### src/rtl/vram_arbiter.sv
// vram_arbiter
//   Shares one single-port VRAM between a CPU port (read/write) and a GPU
//   scan-out port (read only). One access per cycle. The GPU wins conflicts
//   until it has taken STARVE_MAX grants in a row while the CPU was waiting;
//   the CPU is then served once and the run starts again. Read data comes
//   back from the VRAM one cycle after the grant and is steered to whichever
//   port owned that read.
//
// Ports
//   clk, reset          clock; asynchronous reset, active low
//   cpu_req/we/addr/wdata  CPU request, held stable until cpu_gnt
//   cpu_gnt             CPU access performed this cycle
//   cpu_rvalid/rdata    CPU read data (rdata is 0 when rvalid is low)
//   gpu_req/addr        GPU read request, held stable until gpu_gnt
//   gpu_gnt             GPU read performed this cycle
//   gpu_rvalid/rdata    GPU read data (rdata is 0 when rvalid is low)
//   mem_addr/we/wdata   VRAM command, all 0 when nothing is granted
//   mem_rdata           VRAM read data, one cycle after the address
//   conflict_cnt        saturating count of cycles with both requests high
module vram_arbiter #(
    parameter int ADDR_W     = 18,
    parameter int DATA_W     = 8,
    parameter int STARVE_MAX = 4
) (
    input  logic              clk,
    input  logic              reset,
    input  logic              cpu_req,
    input  logic              cpu_we,
    input  logic [ADDR_W-1:0] cpu_addr,
    input  logic [DATA_W-1:0] cpu_wdata,
    output logic              cpu_gnt,
    output logic              cpu_rvalid,
    output logic [DATA_W-1:0] cpu_rdata,
    input  logic              gpu_req,
    input  logic [ADDR_W-1:0] gpu_addr,
    output logic              gpu_gnt,
    output logic              gpu_rvalid,
    output logic [DATA_W-1:0] gpu_rdata,
    output logic [ADDR_W-1:0] mem_addr,
    output logic              mem_we,
    output logic [DATA_W-1:0] mem_wdata,
    input  logic [DATA_W-1:0] mem_rdata,
    output logic [15:0]       conflict_cnt
);

    localparam int SW = (STARVE_MAX < 1) ? 1 : $clog2(STARVE_MAX + 1);
    localparam logic [SW-1:0] STREAK_MAX = SW'(STARVE_MAX);

    logic [SW-1:0] gpu_streak;
    logic          cpu_rd_q;
    logic          gpu_rd_q;

    // Grants are gated by reset so that asserting reset silences the VRAM
    // port immediately, not at the next edge.
    always_comb begin
        cpu_gnt = 1'b0;
        gpu_gnt = 1'b0;
        if (reset) begin
            if (cpu_req && (!gpu_req || gpu_streak >= STREAK_MAX)) begin
                cpu_gnt = 1'b1;
            end else if (gpu_req) begin
                gpu_gnt = 1'b1;
            end
        end
    end

    always_comb begin
        mem_addr  = '0;
        mem_we    = 1'b0;
        mem_wdata = '0;
        if (cpu_gnt) begin
            mem_addr  = cpu_addr;
            mem_we    = cpu_we;
            mem_wdata = cpu_wdata;
        end else if (gpu_gnt) begin
            mem_addr = gpu_addr;
        end
    end

    // Streak counts GPU wins only while the CPU is actually waiting.
    always_ff @(posedge clk or negedge reset) begin
        if (!reset) begin
            gpu_streak <= '0;
        end else if (!cpu_req || cpu_gnt) begin
            gpu_streak <= '0;
        end else if (gpu_gnt && gpu_streak < STREAK_MAX) begin
            gpu_streak <= gpu_streak + 1'b1;
        end
    end

    always_ff @(posedge clk or negedge reset) begin
        if (!reset) begin
            conflict_cnt <= '0;
        end else if (cpu_req && gpu_req && conflict_cnt != 16'hFFFF) begin
            conflict_cnt <= conflict_cnt + 16'd1;
        end
    end

    // One-deep ownership tag for the read in flight; matches the VRAM's
    // single-cycle latency, so back-to-back reads need nothing deeper.
    always_ff @(posedge clk or negedge reset) begin
        if (!reset) begin
            cpu_rd_q <= 1'b0;
            gpu_rd_q <= 1'b0;
        end else begin
            cpu_rd_q <= cpu_gnt && !cpu_we;
            gpu_rd_q <= gpu_gnt;
        end
    end

    assign cpu_rvalid = cpu_rd_q;
    assign gpu_rvalid = gpu_rd_q;
    assign cpu_rdata  = cpu_rd_q ? mem_rdata : '0;
    assign gpu_rdata  = gpu_rd_q ? mem_rdata : '0;

endmodule

### config.mk
export PLATFORM = sky130hd
export DESIGN_NAME = vram_arbiter
export DESIGN_NICKNAME = d
export VERILOG_FILES = /design/src/rtl/vram_arbiter.sv
export SDC_FILE = /design/constraint.sdc
export NUM_CORES = 1
export LEC_CHECK = 0
export CORE_AREA = 8 8 92 61
export DETAILED_ROUTE_END_ITERATION = 10
export DIE_AREA = 0 0 100 69
export PLACE_DENSITY_LB_ADDON = 0.05
export SLEW_MARGIN = 20
export SYNTH_ARGS = -nofsm -noshare
export SYNTH_HDL_FRONTEND = slang
export SYNTH_SLANG_ARGS = --single-unit
### constraint.sdc
create_clock -name clk -period 5.3 [get_ports clk]
set_input_delay 0.795 -clock clk [delete_from_list [all_inputs] [get_ports clk]]
set_output_delay 0.795 -clock clk [all_outputs]
set_load 0.03 [all_outputs]
==> run summary, run 1 <==
status -> finished clean
most numerous cell in the Yosys netlist -> and2_1
Max Slew Vio Count -> 0
Total GRT Usage -> 0.149
largest net degree at the start of global routing -> 29
worst hold path endpoint -> conflict_cnt[2]$_DFFE_PN0P_
EDFF count, synth -> 0
first-pass GRT wire length -> 8270 um
initial antenna violation count -> 0
DP Wirelength -> 4420 um
Crit Path Class -> in -> out
sequential area share after synthesis -> 0.375
setup TNS -> 0 ns
total of fill cells in the finished design -> 393
max-cap viol count -> 0
Num CTS Buffers -> 3
Post-DRT Antenna Nets -> 0
Post-Route WL -> 5250 um
Worst Tran Pin Value -> 0.890 ns
post-cts resize count -> 0
Peak supply drop -> 0.244 mV
largest family of logic cells by synthesized area -> simple AND/OR/NAND/NOR gates
RSZ-0062 raised after global routing -> no
Synth warnings -> 0
R2R Path Start -> conflict_cnt[0]$_DFFE_PN0P_
asr flop ratio synth -> 1.00
RR Endpoint -> conflict_cnt[1]$_DFFE_PN0P_
CTS tree -> built
CP max stage delay -> 0.70 ns
compound-cell area share of the yosys netlist -> 0.124
min-delay src -> conflict_cnt[2]$_DFFE_PN0P_
n_diodes -> 0
htree depth -> 1
slowest stage cell, crit path -> clkdlybuf4s50_1
DRT Pass-1 Iters -> 4
Slew HR -> 0.407
worst-path fanout max -> 20
vias per cell -> 4.53
worst reg-to-reg setup slack -> 3.34 ns
Syn Nets -> 198
prevailing post-synth register cell -> dfrtp_1
Synth top area share -> 0.375
post-route clock period utilization -> 0.731
IO Port Bufs -> 119
Synth Register Bits -> 21
Final setup viols -> 0
Syn Inst Count -> 139
die span in x -> 100 um
Tmin final -> 3.88 ns
Layout Utilization -> 0.627
CTS clk-pin slew, worst paths -> 0.08 ns
Via Count -> 1460
Critical Path RT -> 4.51 ns
xor and xnor area share after synthesis -> 0.0938
Hold Crit Class -> reg -> reg
DRC viols -> 0
Pwr Density -> 229 nW/um2
crit path DAT -> 3.08 ns
postcts setup bufs -> 0
routability congestion estimate -> 0.771
crit-path most repeated cell -> clkdlybuf4s50_1
vias in the first global route -> 1445
Synth Area in Adders -> 0.0179
initial drt markers -> 37
endpoints failing hold -> 0
Syn Area/Cell -> 10.1 um2
CTS root buf -> clkbuf_8
# IOs -> 120
Initial Util -> 0.324
area growth from synthesis to layout -> 93.5%
Die H -> 69 um
simple-gate portion of the synthesized area -> 0.345
area leader, netlist -> dfrtp_1
Clk Latency, worst-skew pair -> 0.26 ns
hold path depth -> 1
core area -> 4330 um2
mux contribution to synthesized area -> 0.0250
total grt overflow -> 0
synthesized area -> 1400 um2
Final Skew -> 0.00447 ns
Die Area -> 6900 um2
post-synth cell types -> 35
share of cells above drive strength 1 -> 0.0734
crit-path cells -> clkdlybuf4s50_1 -> nand2_1 -> a21oi_2 -> a22o_1 -> clkdlybuf4s50_1
Worst setup SP type -> primary input
CTS max path bufs -> 2
fmax -> 258 MHz
top cells by area, synth -> dfrtp_1 38%, and2_1 12%, a22o_1 11%
total clock sinks -> 21
CTS Hold Bufs -> 0
FP Rows -> 19
fin nets -> 319
R2R cell count -> 5
top post-synthesis cells by count -> 27 x and2_1, 21 x dfrtp_1, 18 x a22o_1
Crit. End Element -> primary output
LEAKAGE -> 1.14 nW
DR WL/cell -> 16.3 um
## critical path: cells and delay by family
family,cells,cell delay [ns]
and+or+nand+nor,1,0.10
buffers and inverters,2,1.27
AOI/OAI and AO/OA,2,0.91
## report_power, final
group	total [mW]	switching (mW)	internal [mW]
combinational	0.286	0.144	0.142
sequential	0.227	0.0385	0.188
clock	0.108	0.0546	0.0537
total	0.621	0.237	0.384
## placed cells by master (no fill, tap or decap), drive strengths merged
master	synthesis	layout
a21boi	1	1
a21oi	1	1
nand2	8	8
clkdlybuf4s50	0	119
nor2	6	6
nor4b	1	1
mux2	1	1
nor2b	1	1
dfrtp	21	21
inv	2	2
or2	1	1
a22o	18	18
nor3b	2	2
xor2	13	13
xnor2	2	2
mux2i	2	2
nor4	4	4
and4	1	1
clkbuf	4	4
buf	1	2
nand2b	1	1
and3	1	1
nand4	4	4
nor3	7	7
nand3	6	6
ha	2	2
and2	27	27
or4b	1	1
## kinds of logic (layout without fill, tap and decap cells)
group | Yosys count | after routing
fa+ha+maj | 2 | 2
flops | 21 | 21
xor+xnor | 15 | 15
mux | 3 | 3
simple gates | 71 | 71
compound gates | 20 | 20
buf+inv | 7 | 127
## state kept, by name, summed over array words and instances (netlist names)
| register | cells |
|---|---|
| cpu_rvalid | 1 |
| gpu_streak | 3 |
| conflict_cnt | 16 |
| gpu_rvalid | 1 |
## per-layer routing
| layer | global-route usage | share of wire | vias up |
|---|---|---|---|
| met5 | 0 | 0 | - |
| met4 | 0.0300 | 0.0051 | 0 |
| met3 | 0.0421 | 0.062 | 2 |
| met2 | 0.253 | 0.48 | 51 |
| met1 | 0.183 | 0.45 | 668 |
| li1 | - | - | 739 |
## through the flow
| step | instances | worst slack, ns | instance area [um2] | hold WS (ns) | total power [mW] |
|---|---|---|---|---|---|
| floorplan | 139 | 2.22 | 1400 | 0.499 | 0.370 |
| global placement | 318 | 1.40 | 2670 | 0.502 | 0.517 |
| detailed placement | 318 | 1.43 | 2670 | 0.505 | 0.519 |
| CTS | 322 | 1.42 | 2710 | 0.517 | 0.626 |
| global route | 322 | 1.34 | 2710 | 0.540 | 0.652 |
| finish | 322 | 1.42 | 2710 | 0.518 | 0.621 |
## area by class of cell
type / count / area (um2) / share of cell area
inverters: 2 / 7.51 / 0.00277
flip-flops and latches: 21 / 526 / 0.194
clock buffers: 4 / 45.0 / 0.0166
multi-input cells: 111 / 848 / 0.313
well taps: 63 / 78.8 / 0.0291
repair buffers: 121 / 1210 / 0.445
## worst max path at each step
stage | start | endpoint | slack (ns) | cells past startpoint
floorplan | reset | mem_addr[10] | 2.22 | 5
global placement | gpu_req | mem_addr[0] | 1.40 | 5
detailed placement | gpu_req | mem_addr[2] | 1.43 | 5
CTS | gpu_req | mem_addr[2] | 1.42 | 5
global route | gpu_req | mem_addr[2] | 1.34 | 5
finish | gpu_req | mem_addr[2] | 1.42 | 5
Power figures use the tool's default switching activity.
==> run 2: changes to the inputs <==
--- a/config.mk
+++ b/config.mk
@@ -5,9 +5,9 @@
 export SDC_FILE = /design/constraint.sdc
 export NUM_CORES = 1
 export LEC_CHECK = 0
-export CORE_AREA = 8 8 92 61
+export CORE_AREA = 8 8 99 65
 export DETAILED_ROUTE_END_ITERATION = 10
-export DIE_AREA = 0 0 100 69
+export DIE_AREA = 0 0 107 73
 export PLACE_DENSITY_LB_ADDON = 0.05
 export SLEW_MARGIN = 20
 export SYNTH_ARGS = -nofsm -noshare
==> constraint.sdc (replaced) <==
create_clock -name clk -period 3.2 [get_ports clk]
set_input_delay 0.48 -clock clk [delete_from_list [all_inputs] [get_ports clk]]
set_output_delay 0.48 -clock clk [all_outputs]
set_load 0.03 [all_outputs]
==> run 2 against run 1 <==
Effect of this change: hold slack got worse by 0.0051 ns; clock power rose by 61%; clock-buffer cell count did not move; wire length rose by 4.4%; cell count rose by 1.2%; clock skew fell by 0.0027 ns; critical endpoint is now mem_addr[1]; largest cell class unchanged.
==> run summary, run 2 (same netlist as run 1, synthesis figures left out) <==
Total GRT Usage -> 0.134
Final setup viols -> 0
Crit. End Element -> primary output
total grt overflow -> 0
fmax -> 392 MHz
post-route insts no fill -> 326
LEAKAGE -> 1.20 nW
share of cells above drive strength 1 -> 0.188
Cells after DPL -> 322
Max Slew Vio Count -> 0
Die Area -> 7810 um2
total clock sinks -> 21
routability congestion estimate -> 0.757
Slew HR -> 0.538
leading cell type in the layout, fill and taps excluded -> clkdlybuf4s50_1
register bank with the most flops -> conflict_cnt
die span in x -> 107 um
DRC viols -> 0
Largest regs -> conflict_cnt: 16 flops, gpu_streak: 3 flops
Crit Path Class -> in -> out
largest net degree at the start of global routing -> 29
core area -> 4930 um2
Tmin final -> 2.55 ns
CTS root buf -> clkbuf_8
Critical Path RT -> 2.72 ns
initial drt markers -> 70
DP Wirelength -> 4650 um
CTS tree -> built
CTS Hold Bufs -> 0
max-cap viol count -> 0
Clk Latency, worst-skew pair -> 0.26 ns
initial antenna violation count -> 0
Final Skew -> 0.00181 ns
Peak supply drop -> 0.493 mV
first-pass GRT wire length -> 8370 um
Post-Route WL -> 5480 um
FP Rows -> 20
CTS max path bufs -> 2
status -> finished clean
DR WL/cell -> 16.8 um
n_diodes -> 0
Via Count -> 1432
htree depth -> 1
dpl ws -> 0.661 ns
Worst setup SP type -> primary input
vias per cell -> 4.39
Die H -> 73 um
Hold Crit Class -> reg -> reg
area growth from synthesis to layout -> 89.1%
Worst Tran Pin Value -> 0.688 ns
# IOs -> 120
max reg flops -> 16
most frequent cells in the layout -> 90 x clkdlybuf4s50_1, 32 x buf_4, 27 x and2_1, 21 x dfrtp_1, 18 x a22o_1
DRT Pass-1 Iters -> 6
IO Port Bufs -> 119
Num CTS Buffers -> 3
endpoints failing hold -> 0
vias in the first global route -> 1492
Pwr Density -> 384 nW/um2
post-cts resize count -> 0
Initial Util -> 0.284
fin nets -> 320
Post-DRT Antenna Nets -> 0
CTS clk-pin slew, worst paths -> 0.07 ns
worst-path fanout max -> 28
crit path DAT -> 2.07 ns
PnR worst setup slack -> 0.650 ns
RSZ-0062 raised after global routing -> no
postcts setup bufs -> 0
setup TNS -> 0 ns
total of fill cells in the finished design -> 469
post-route clock period utilization -> 0.797
## run 2: cell types whose count changed in the layout (fill, tap and decap cells not counted), sizes merged
cell           previous run  this run
buf                       2        32
clkdlybuf4s50           119        90
## run 2: routing by layer
| layer | wire length (um) | vias to the layer above | track usage | part of all wire |
|---|---|---|---|---|
| li1 | - | 740 | - | - |
| met1 | 2480 | 644 | 0.172 | 0.45 |
| met2 | 2670 | 43 | 0.222 | 0.49 |
| met3 | 297 | 5 | 0.0353 | 0.054 |
| met4 | 35 | 0 | 0.0279 | 0.0064 |
| met5 | 0 | - | 0 | 0 |
## run 2: area by class of cell
type / count / area, um2 / area share
sequential: 21 / 526 / 0.198
clock buffer: 4 / 45.0 / 0.0170
inverter: 2 / 7.51 / 0.00283
timing repair buffer: 122 / 1140 / 0.431
tap: 66 / 82.6 / 0.0312
multi-input combinational: 111 / 848 / 0.320
## run 2: worst paths after layout
path                                         startpoint                      endpoint  slack, ns  depth (start not counted)
max                                             gpu_req                   mem_addr[1]       0.65                          6
min                        conflict_cnt[15]$_DFFE_PN0P_  conflict_cnt[15]$_DFFE_PN0P_       0.51                          1
min reg2reg                conflict_cnt[15]$_DFFE_PN0P_  conflict_cnt[15]$_DFFE_PN0P_       0.51                          1
min in group asynchronous                         reset   conflict_cnt[7]$_DFFE_PN0P_       0.76                          2
max in group asynchronous                         reset  conflict_cnt[15]$_DFFE_PN0P_       2.21                          2
max reg2reg                 conflict_cnt[0]$_DFFE_PN0P_   conflict_cnt[1]$_DFFE_PN0P_       1.27                          5
## run 2: where the power goes
group / switching [mW] / internal, mW / leakage, nW
sequential: 0.0640 / 0.312 / 0.272
combinational: 0.239 / 0.229 / 0.901
clock: 0.0855 / 0.0887 / 0.0228
total: 0.389 / 0.629 / 1.20
## run 2: through the flow
step | utilization | cell area [um2] | total power [mW] | hold slack (ns)
finish | 0.538 | 2650 | 1.02 | 0.513
global route | 0.538 | 2650 | 1.08 | 0.545
CTS | 0.538 | 2650 | 1.03 | 0.524
detailed placement | 0.528 | 2610 | 0.853 | 0.509
global placement | 0.528 | 2610 | 0.854 | 0.502
floorplan | - | 1400 | 0.613 | 0.184
## run 2: worst max-delay path, cell delays in order
cell and delay, ns:
clkdlybuf4s50_1 0.55, nor2b_1 0.28, nor2_1 0.08, buf_4 0.22
a22o_1 0.27, buf_4 0.17
==> run 3: changes to the inputs <==
--- a/config.mk
+++ b/config.mk
@@ -5,9 +5,9 @@
 export SDC_FILE = /design/constraint.sdc
 export NUM_CORES = 1
 export LEC_CHECK = 0
-export CORE_AREA = 8 8 99 65
+export CORE_AREA = 8 8 95 63
 export DETAILED_ROUTE_END_ITERATION = 10
-export DIE_AREA = 0 0 107 73
+export DIE_AREA = 0 0 103 71
 export PLACE_DENSITY_LB_ADDON = 0.05
 export SLEW_MARGIN = 20
 export SYNTH_ARGS = -nofsm -noshare
==> constraint.sdc (replaced) <==
create_clock -name clk -period 2.57 [get_ports clk]
set_input_delay 0.3855 -clock clk [delete_from_list [all_inputs] [get_ports clk]]
set_output_delay 0.3855 -clock clk [all_outputs]
set_load 0.03 [all_outputs]
==> run 3 against run 2 <==
Effect of this change: worst setup slack got worse by 0.40 ns; non-clock buffer count increased by 1; via count decreased by 0.63%; die area decreased by 6.4%; wire length decreased by 4.3%; critical path type unchanged; cell count increased by 0.31%; highest routed layer unchanged.
==> run summary, run 3 (same netlist as run 1, synthesis figures left out) <==
DR WL/cell -> 16.0 um
vias per cell -> 4.35
Die H -> 71 um
Via Count -> 1423
setup TNS -> 0 ns
register bank with the most flops -> conflict_cnt
Peak supply drop -> 0.621 mV
Total GRT Usage -> 0.136
LEAKAGE -> 1.21 nW
Slew HR -> 0.544
Pwr Density -> 478 nW/um2
Initial Util -> 0.298
htree depth -> 1
largest net degree at the start of global routing -> 29
Critical Path RT -> 2.18 ns
Tmin final -> 2.32 ns
multi-input logic area -> 848 um2
initial drt markers -> 49
Worst Tran Pin Value -> 0.679 ns
fmax -> 432 MHz
total power -> 1.28 mW
total clock sinks -> 21
Post-DRT Antenna Nets -> 0
Final setup viols -> 0
routability congestion estimate -> 0.816
leading cell type in the layout, fill and taps excluded -> clkdlybuf4s50_1
status -> finished clean
total grt overflow -> 0
crit path DAT -> 1.93 ns
CTS root buf -> clkbuf_8
post-route clock period utilization -> 0.902
post-cts resize count -> 0
IO Port Bufs -> 119
worst-path fanout max -> 28
Final Skew -> 0.0102 ns
core area -> 4700 um2
Max Slew Vio Count -> 0
FF+latch area -> 526 um2
max reg flops -> 16
Layout Utilization -> 0.568
Crit Path Class -> in -> out
FP Rows -> 20
postcts setup bufs -> 0
CTS tree -> built
CTS Hold Bufs -> 0
max-cap viol count -> 0
CTS clk-pin slew, worst paths -> 0.07 ns
RSZ-0062 raised after global routing -> no
DRT Pass-1 Iters -> 4
fin nets -> 321
Largest regs -> conflict_cnt: 16 flops, gpu_streak: 3 flops
DP Wirelength -> 4500 um
total of fill cells in the finished design -> 456
vias in the first global route -> 1375
Die Area -> 7310 um2
Hold Crit Class -> in -> async
area growth from synthesis to layout -> 90.6%
die span in x -> 103 um
Crit. End Element -> primary output
DRC viols -> 0
most frequent cells in the layout -> 90 x clkdlybuf4s50_1, 32 x buf_4, 27 x and2_1, 21 x dfrtp_1, 18 x a22o_1
endpoints failing hold -> 0
Num CTS Buffers -> 3
Clk Latency, worst-skew pair -> 0.26 ns
CTS max path bufs -> 2
initial antenna violation count -> 0
share of cells above drive strength 1 -> 0.195
first-pass GRT wire length -> 7860 um
hold_ws -> 0.316 ns
Post-Route WL -> 5240 um
Worst setup SP type -> primary input
n_diodes -> 0
# IOs -> 120
## run 3: per-layer routing
layer	up-vias	global-route usage	wire length (um)	part of all wire
li1	745	-	-	-
met1	627	0.167	2220	0.42
met2	49	0.230	2580	0.49
met3	2	0.0392	416	0.079
met4	0	0.0239	27	0.0051
met5	-	0	0	0
## run 3: metrics by stage
stage / cell area [um2] / instances / setup slack, ns
detailed placement: 2630 / 323 / 0.253
floorplan: 1400 / 139 / 0.308
finish: 2670 / 327 / 0.253
global route: 2670 / 327 / 0.144
global placement: 2630 / 323 / 0.286
CTS: 2670 / 327 / 0.252
## run 3: where the power goes
| group | total, mW | switching [mW] | internal (mW) |
|---|---|---|---|
| registers | 0.470 | 0.0826 | 0.388 |
| clock network | 0.218 | 0.110 | 0.108 |
| logic | 0.587 | 0.299 | 0.288 |
## run 3: worst max-delay path, cell delays in order
cell and delay (ns):
clkdlybuf4s50_1 0.55, nor2b_1 0.29, nor2_1 0.13, buf_12 0.17, a22o_1 0.24, buf_4 0.17
## run 3: final cells by class
| type | instances | share of cell area |
|---|---|---|
| inverters | 2 | 0.00281 |
| flip-flops and latches | 21 | 0.197 |
| well taps | 66 | 0.0309 |
| clock inverters | 1 | 0.00187 |
| clock buffers | 3 | 0.0155 |
| multi-input cells | 111 | 0.318 |
| repair buffers | 123 | 0.435 |
## run 3: path summary, 6_finish.rpt
path	start	endpoint	slack [ns]	depth (start not counted)
max in group asynchronous	reset	conflict_cnt[3]$_DFFE_PN0P_	1.78	2
worst max-delay path	gpu_req	mem_addr[1]	0.25	6
worst max register to register	conflict_cnt[1]$_DFFE_PN0P_	conflict_cnt[1]$_DFFE_PN0P_	0.64	5
worst min-delay path	reset	gpu_streak[2]$_DFFE_PN0P_	0.32	1
min in group clk	conflict_cnt[0]$_DFFE_PN0P_	conflict_cnt[0]$_DFFE_PN0P_	0.52	1
worst min register to register	conflict_cnt[0]$_DFFE_PN0P_	conflict_cnt[0]$_DFFE_PN0P_	0.52	1
